`src/rtl/sync_fifo_ft_pkg.sv`:
```
// Shared definitions for the single-clock FIFO family: default sizes,
// read-mode constants and the depth helper used by the FIFO and its memory.
package sync_fifo_ft_pkg;

    localparam int SFIFO_DSIZE_DEF = 8;
    localparam int SFIFO_ASIZE_DEF = 2;

    // Read-mode selection for the FWFT parameter
    localparam int FWFT_OFF = 0;
    localparam int FWFT_ON  = 1;

    // What the fill counter does on a given edge
    typedef enum logic [1:0] {
        CNT_HOLD = 2'd0,
        CNT_INC  = 2'd1,
        CNT_DEC  = 2'd2
    } cnt_op_e;

    // Number of entries addressed by an ASIZE-bit address
    function automatic int depth_f(input int asize);
        return 32'sd1 <<< asize;
    endfunction

endpackage

```
`src/rtl/sfifo_mem.sv`:
```
// DEPTH x DSIZE register array: synchronous write, asynchronous read.
// Shared with the dual-clock FIFO; contents are deliberately not reset.
module sfifo_mem
    import sync_fifo_ft_pkg::*;
#(
    parameter int DSIZE = SFIFO_DSIZE_DEF,
    parameter int ASIZE = SFIFO_ASIZE_DEF
) (
    input  logic             i_clk,
    input  logic             i_we,
    input  logic [ASIZE-1:0] i_waddr,
    input  logic [DSIZE-1:0] i_wdata,
    input  logic [ASIZE-1:0] i_raddr,
    output logic [DSIZE-1:0] o_rdata
);

    localparam int DEPTH = depth_f(ASIZE);

    logic [DSIZE-1:0] mem_q [DEPTH];

    // Store the incoming word when the write port is enabled
    always_ff @(posedge i_clk) begin
        if (i_we) begin
            mem_q[i_waddr] <= i_wdata;
        end
    end

    assign o_rdata = mem_q[i_raddr];

endmodule

```
`src/rtl/sync_fifo_ft.sv`:
```
// Single-clock FIFO with fill count, almost-full/almost-empty thresholds,
// sticky overflow/underflow flags and selectable first-word-fall-through.
// All status outputs are registered, computed from the next-state count so
// they never depend combinationally on i_wr / i_rd.
module sync_fifo_ft
    import sync_fifo_ft_pkg::*;
#(
    parameter int DSIZE     = SFIFO_DSIZE_DEF,
    parameter int ASIZE     = SFIFO_ASIZE_DEF,
    parameter int FWFT      = FWFT_OFF,
    parameter int AF_THRESH = depth_f(ASIZE) - 1,
    parameter int AE_THRESH = 1
) (
    input  logic             i_clk,
    input  logic             i_rst_n,
    input  logic             i_wr,
    input  logic [DSIZE-1:0] i_wdata,
    output logic             o_wfull,
    output logic             o_almost_full,
    input  logic             i_rd,
    output logic [DSIZE-1:0] o_rdata,
    output logic             o_rempty,
    output logic             o_almost_empty,
    output logic [ASIZE:0]   o_count,
    output logic             o_overflow,
    output logic             o_underflow,
    input  logic             i_clr_err
);

    localparam int DEPTH = depth_f(ASIZE);

    localparam logic [ASIZE:0] DEPTH_L  = DEPTH[ASIZE:0];
    localparam logic [ASIZE:0] AF_TH_L  = AF_THRESH[ASIZE:0];
    localparam logic [ASIZE:0] AE_TH_L  = AE_THRESH[ASIZE:0];
    localparam logic [ASIZE:0] ONE_L    = {{ASIZE{1'b0}}, 1'b1};
    localparam logic [ASIZE:0] ZERO_L   = {(ASIZE+1){1'b0}};

    // Reject illegal configurations at elaboration time
    if ((AF_THRESH < 1) || (AF_THRESH > DEPTH)) begin : g_bad_af
        $fatal(1, "sync_fifo_ft: AF_THRESH must be within 1..DEPTH");
    end else begin : g_ok_af
    end

    if ((AE_THRESH < 0) || (AE_THRESH > DEPTH - 1)) begin : g_bad_ae
        $fatal(1, "sync_fifo_ft: AE_THRESH must be within 0..DEPTH-1");
    end else begin : g_ok_ae
    end

    if ((FWFT != FWFT_OFF) && (FWFT != FWFT_ON)) begin : g_bad_fwft
        $fatal(1, "sync_fifo_ft: FWFT must be FWFT_OFF or FWFT_ON");
    end else begin : g_ok_fwft
    end

    // State registers and their next-state values
    logic [ASIZE:0]   wptr_q,  wptr_d;
    logic [ASIZE:0]   rptr_q,  rptr_d;
    logic [ASIZE:0]   count_q, count_d;
    logic [DSIZE-1:0] rdata_q, rdata_d;
    logic             wfull_q, wfull_d;
    logic             rempty_q, rempty_d;
    logic             afull_q, afull_d;
    logic             aempty_q, aempty_d;
    logic             ovf_q,   ovf_d;
    logic             udf_q,   udf_d;

    logic             wr_ok_s;
    logic             rd_ok_s;
    cnt_op_e          cnt_op_s;
    logic [DSIZE-1:0] mem_rdata_s;

    sfifo_mem #(
        .DSIZE (DSIZE),
        .ASIZE (ASIZE)
    ) u_mem (
        .i_clk   (i_clk),
        .i_we    (wr_ok_s),
        .i_waddr (wptr_q[ASIZE-1:0]),
        .i_wdata (i_wdata),
        .i_raddr (rptr_q[ASIZE-1:0]),
        .o_rdata (mem_rdata_s)
    );

    // Accept decisions use only the registered full/empty state
    always_comb begin
        wr_ok_s = i_wr & ~wfull_q;
        rd_ok_s = i_rd & ~rempty_q;
        case ({wr_ok_s, rd_ok_s})
            2'b10:   cnt_op_s = CNT_INC;
            2'b01:   cnt_op_s = CNT_DEC;
            default: cnt_op_s = CNT_HOLD;
        endcase
    end

    // Next pointers, count and read-data holding register
    always_comb begin
        if (wr_ok_s) begin
            wptr_d = wptr_q + ONE_L;
        end else begin
            wptr_d = wptr_q;
        end

        if (rd_ok_s) begin
            rptr_d  = rptr_q + ONE_L;
            rdata_d = mem_rdata_s;
        end else begin
            rptr_d  = rptr_q;
            rdata_d = rdata_q;
        end

        case (cnt_op_s)
            CNT_INC: count_d = count_q + ONE_L;
            CNT_DEC: count_d = count_q - ONE_L;
            default: count_d = count_q;
        endcase
    end

    // Status flags for the coming cycle, decoded from the next count
    always_comb begin
        wfull_d  = (count_d == DEPTH_L);
        rempty_d = (count_d == ZERO_L);
        afull_d  = (count_d >= AF_TH_L);
        aempty_d = (count_d <= AE_TH_L);
    end

    // Sticky error flags: a new error on the clearing edge takes priority
    always_comb begin
        if (i_wr && wfull_q) begin
            ovf_d = 1'b1;
        end else if (i_clr_err) begin
            ovf_d = 1'b0;
        end else begin
            ovf_d = ovf_q;
        end

        if (i_rd && rempty_q) begin
            udf_d = 1'b1;
        end else if (i_clr_err) begin
            udf_d = 1'b0;
        end else begin
            udf_d = udf_q;
        end
    end

    // Register all FIFO control state; async reset empties the FIFO
    always_ff @(posedge i_clk or negedge i_rst_n) begin
        if (!i_rst_n) begin
            wptr_q   <= ZERO_L;
            rptr_q   <= ZERO_L;
            count_q  <= ZERO_L;
            rdata_q  <= {DSIZE{1'b0}};
            wfull_q  <= 1'b0;
            rempty_q <= 1'b1;
            afull_q  <= 1'b0;
            aempty_q <= 1'b1;
            ovf_q    <= 1'b0;
            udf_q    <= 1'b0;
        end else begin
            wptr_q   <= wptr_d;
            rptr_q   <= rptr_d;
            count_q  <= count_d;
            rdata_q  <= rdata_d;
            wfull_q  <= wfull_d;
            rempty_q <= rempty_d;
            afull_q  <= afull_d;
            aempty_q <= aempty_d;
            ovf_q    <= ovf_d;
            udf_q    <= udf_d;
        end
    end

    // In FWFT mode the head word is shown while data is present; otherwise
    // (and whenever empty) the last popped word is held
    always_comb begin
        if ((FWFT == FWFT_ON) && !rempty_q) begin
            o_rdata = mem_rdata_s;
        end else begin
            o_rdata = rdata_q;
        end
    end

    assign o_wfull        = wfull_q;
    assign o_almost_full  = afull_q;
    assign o_rempty       = rempty_q;
    assign o_almost_empty = aempty_q;
    assign o_count        = count_q;
    assign o_overflow     = ovf_q;
    assign o_underflow    = udf_q;

endmodule
```
`config.mk`:
```
export PLATFORM = sky130hd
export DESIGN_NAME = sync_fifo_ft
export DESIGN_NICKNAME = d
export VERILOG_FILES = /design/src/rtl/sync_fifo_ft_pkg.sv /design/src/rtl/sfifo_mem.sv /design/src/rtl/sync_fifo_ft.sv
export SDC_FILE = /design/constraint.sdc
export NUM_CORES = 1
export LEC_CHECK = 0
export CAP_MARGIN = 20
export CORE_MARGIN = 2
export CORE_UTILIZATION = 50
export DETAILED_ROUTE_END_ITERATION = 16
export PLACE_DENSITY_LB_ADDON = 0.2
export RECOVER_POWER = 100
export SLEW_MARGIN = 20
export SYNTH_ARGS = -nofsm -noshare
export SYNTH_HDL_FRONTEND = slang
export SYNTH_SLANG_ARGS = --single-unit
export TNS_END_PERCENT = 100
```
`constraint.sdc`:
```
create_clock -name i_clk -period 3.4 [get_ports i_clk]
set_input_delay 1.02 -clock i_clk [delete_from_list [all_inputs] [get_ports i_clk]]
set_output_delay 1.02 -clock i_clk [all_outputs]
set_load 0.02 [all_outputs]
```
==> out/results.ini <==
[floorplanning]
rows = 23
die_area_sq_um = 4800
die_w_um = 69.3
initial_core_util_pct = 52.5
coreArea_sq_um = 4060
io_pins = 30
fp.dieH_um = 69.3

[pwr]
p_leak_nw = 0.993
ir_drop_mv = 0.469
power_density_nw_per_um2 = 832

[yosys]
synth_largest_area_cell = edfxtp_1
synthArstFlopShare_pct = 39.6
synth_top_area_share_pct = 45.1
syn-num-nets = 154
yosys-top-cells-count = edfxtp_1 (32), dfrtp_1 (19), mux2i_1 (16), nand2_1 (13), o221ai_1 (7)
synth-edff-count = 32
ys_seq_elements = 53
synth_cells = 135
yosysMostFrequentCell = edfxtp_1
synth.distinct_cells = 30
ys_warn_count = 0
ys.flop_type = edfxtp_1
yosys-top-cells-area = edfxtp_1 (45%), dfrtp_1 (22%), mux2i_1 (7.5%)
syn_area_sq_um = 2130
avgSynthCellArea_sq_um = 15.8
yosysSeqAreaShare_pct = 69.8

[timing]
period_share_pct = 88.2
slew-limit-headroom_pct = 20.3
finalHoldViolCount = 0
fmax_mhz = 333
period_needed_ns = 3.00
fin_tns_setup_ns = 0
drv_slew = 0
setup_viol = 0
finClkSkew_ns = 0.0104
rsz0062_at_grt = false
timing.hold.ws_ns = 0.497
worst_pin_slew_ns = 1.20

[clocking]
clk_pin_slew_ns = 0.09
cts.hold.buffers_added = 0
clock_sinks = 53
clk_latency_ns = 0.30
ctsHtreeMaxLevel = 2
cts_resized = 0
cts_setup_buffers = 0
cts-root-buf = clkbuf_8
cts.path.max_buffers = 2
cts_tree = yes
cts_inserted_buffers = 5

[setup_path]
crit_fanout = 10
cp-startpoint = i_rd
crit_path_end_kind = flip-flop
required_ns = 3.58
slowest_delay_ns = 0.59
reg2reg_from = o_rempty
slowest_stage = dlygate4sd3_1
crit_chain = dlygate4sd3_1 -> nand2b_4 -> clkinv_2 -> ha_1 -> fa_1 -> xnor2_1 -> nor3_1 -> a211o_1
critical_path_class = in2reg
crit_arrival_ns = 3.18
cp-start-kind = input port

[global_route]
grt_usage_pct = 16.6
grt_pass1_vias = 1218
gr-total-overflow = 0
antenna_found_initial = 0
grt_max_degree = 22
grt_pass1_wl_mm = 5.99

[routing]
ant_nets = 0
drtPass1Iterations = 4
via_count = 1147
vias_per_cell = 5.26
drt_iter0_drc = 38
drt-wirelength-per-cell_um = 16.4
drc_errors = 0
finalWirelength_mm = 3.58

[layout]
n_antenna_cell = 0
fin_util_pct = 61.9
syn_to_final_growth_pct = 17.8
fillers = 312
drive_above_1_share_pct = 6.55
nets = 186

[placed_design]
dp_hpwl_mm = 2.47
numPortBuffers = 29
globalplace.congestion = 0.725

[job]
drv_cap = 0

[min_path]
hp-class = reg2reg
worstHoldStart = o_rdata[1]

[outcome]
status = finished clean

[flip-flops by register name, indices dropped and copies added (netlist names)]
signal,count
u_mem.mem_q,32
o_rdata,8
o_wfull,1
wptr_q,2
o_overflow,1
o_almost_empty,1
rptr_q,2
o_underflow,1
o_rempty,1
o_count,3
o_almost_full,1
[cells by family after synthesis]
logic type | Yosys count | synth area share (%)
buffers and inverters | 12 | 3.76
xor gates and xnor gates | 5 | 2.05
muxes | 17 | 8.22
AOI/OAI and AO/OA | 15 | 5.75
and+or+nand+nor | 27 | 6.51
DFF | 53 | 69.8
adders and majority gates | 6 | 3.87
[worst max-delay path, delay by kind of cell]
| kind | cells | cell delay (ns) |
|---|---|---|
| buf+inv | 2 | 0.68 |
| fa+ha+maj | 2 | 0.61 |
| simple gates | 2 | 0.31 |
| compound gates | 1 | 0.28 |
| xor+xnor | 1 | 0.27 |
[cells in the final DEF (no fill, tap or decap), types with 3 or more instances in the layout]
cell type,instances
o221ai_1,7
xnor2_1,5
dfrtp_1,19
nor3_1,3
mux2i_1,16
inv_1,5
clkbuf_1,4
nand2_1,14
ha_1,5
clkbuf_8,5
dlygate4sd3_1,28
o21ai_0,3
and2_0,4
edfxtp_1,32
[report_power, final]
part | internal, mW | total [mW] | switching, mW | leakage [nW]
Sequential | 0.883 | 1.02 | 0.138 | 0.547
Clock | 0.145 | 0.331 | 0.186 | 0.0422
Combinational | 0.339 | 0.738 | 0.399 | 0.404
[per-stage QoR]
step	power (mW)	setup slack [ns]	cells	cell area, sq um
after global placement	1.79	0.288	210	2440
after CTS	2.17	0.515	218	2520
after global routing	2.22	0.277	218	2510
final	2.09	0.401	218	2510
after floorplan	1.55	0.661	135	2130
after detailed placement	1.84	0.197	210	2440
[metal layers]
layer / global-route usage (%) / vias to the layer above / part of all wire (%)
li1: - / 554 / -
met5: 0 / - / 0
met4: 8.28 / 0 / 1.8
met2: 26.9 / 24 / 51
met3: 3.49 / 6 / 3.2
met1: 21.2 / 563 / 44
[final timing paths]
| check | end | slack [ns] | cells past startpoint |
|---|---|---|---|
| max | o_almost_full | 0.40 | 8 |
| min | o_rdata[1] | 0.50 | 2 |
| min reg2reg | o_rdata[1] | 0.50 | 2 |
| min in group asynchronous | o_overflow | 1.48 | 2 |
| max in group asynchronous | o_count[1] | 1.20 | 2 |
| max reg2reg | o_almost_full | 1.13 | 7 |
[layout make-up]
| cell class | count | area [sq um] | area share, % |
|---|---|---|---|
| Clock buffer | 7 | 76.3 | 3.04 |
| Clock inverter | 1 | 5.00 | 0.199 |
| Inverter | 6 | 23.8 | 0.947 |
| Multi-Input combinational cell | 70 | 557 | 22.2 |
| Sequential cell | 53 | 1490 | 59.3 |
| Tap cell | 50 | 62.6 | 2.49 |
| Timing Repair Buffer | 31 | 298 | 11.9 |
(Power assumes the default switching activity.)
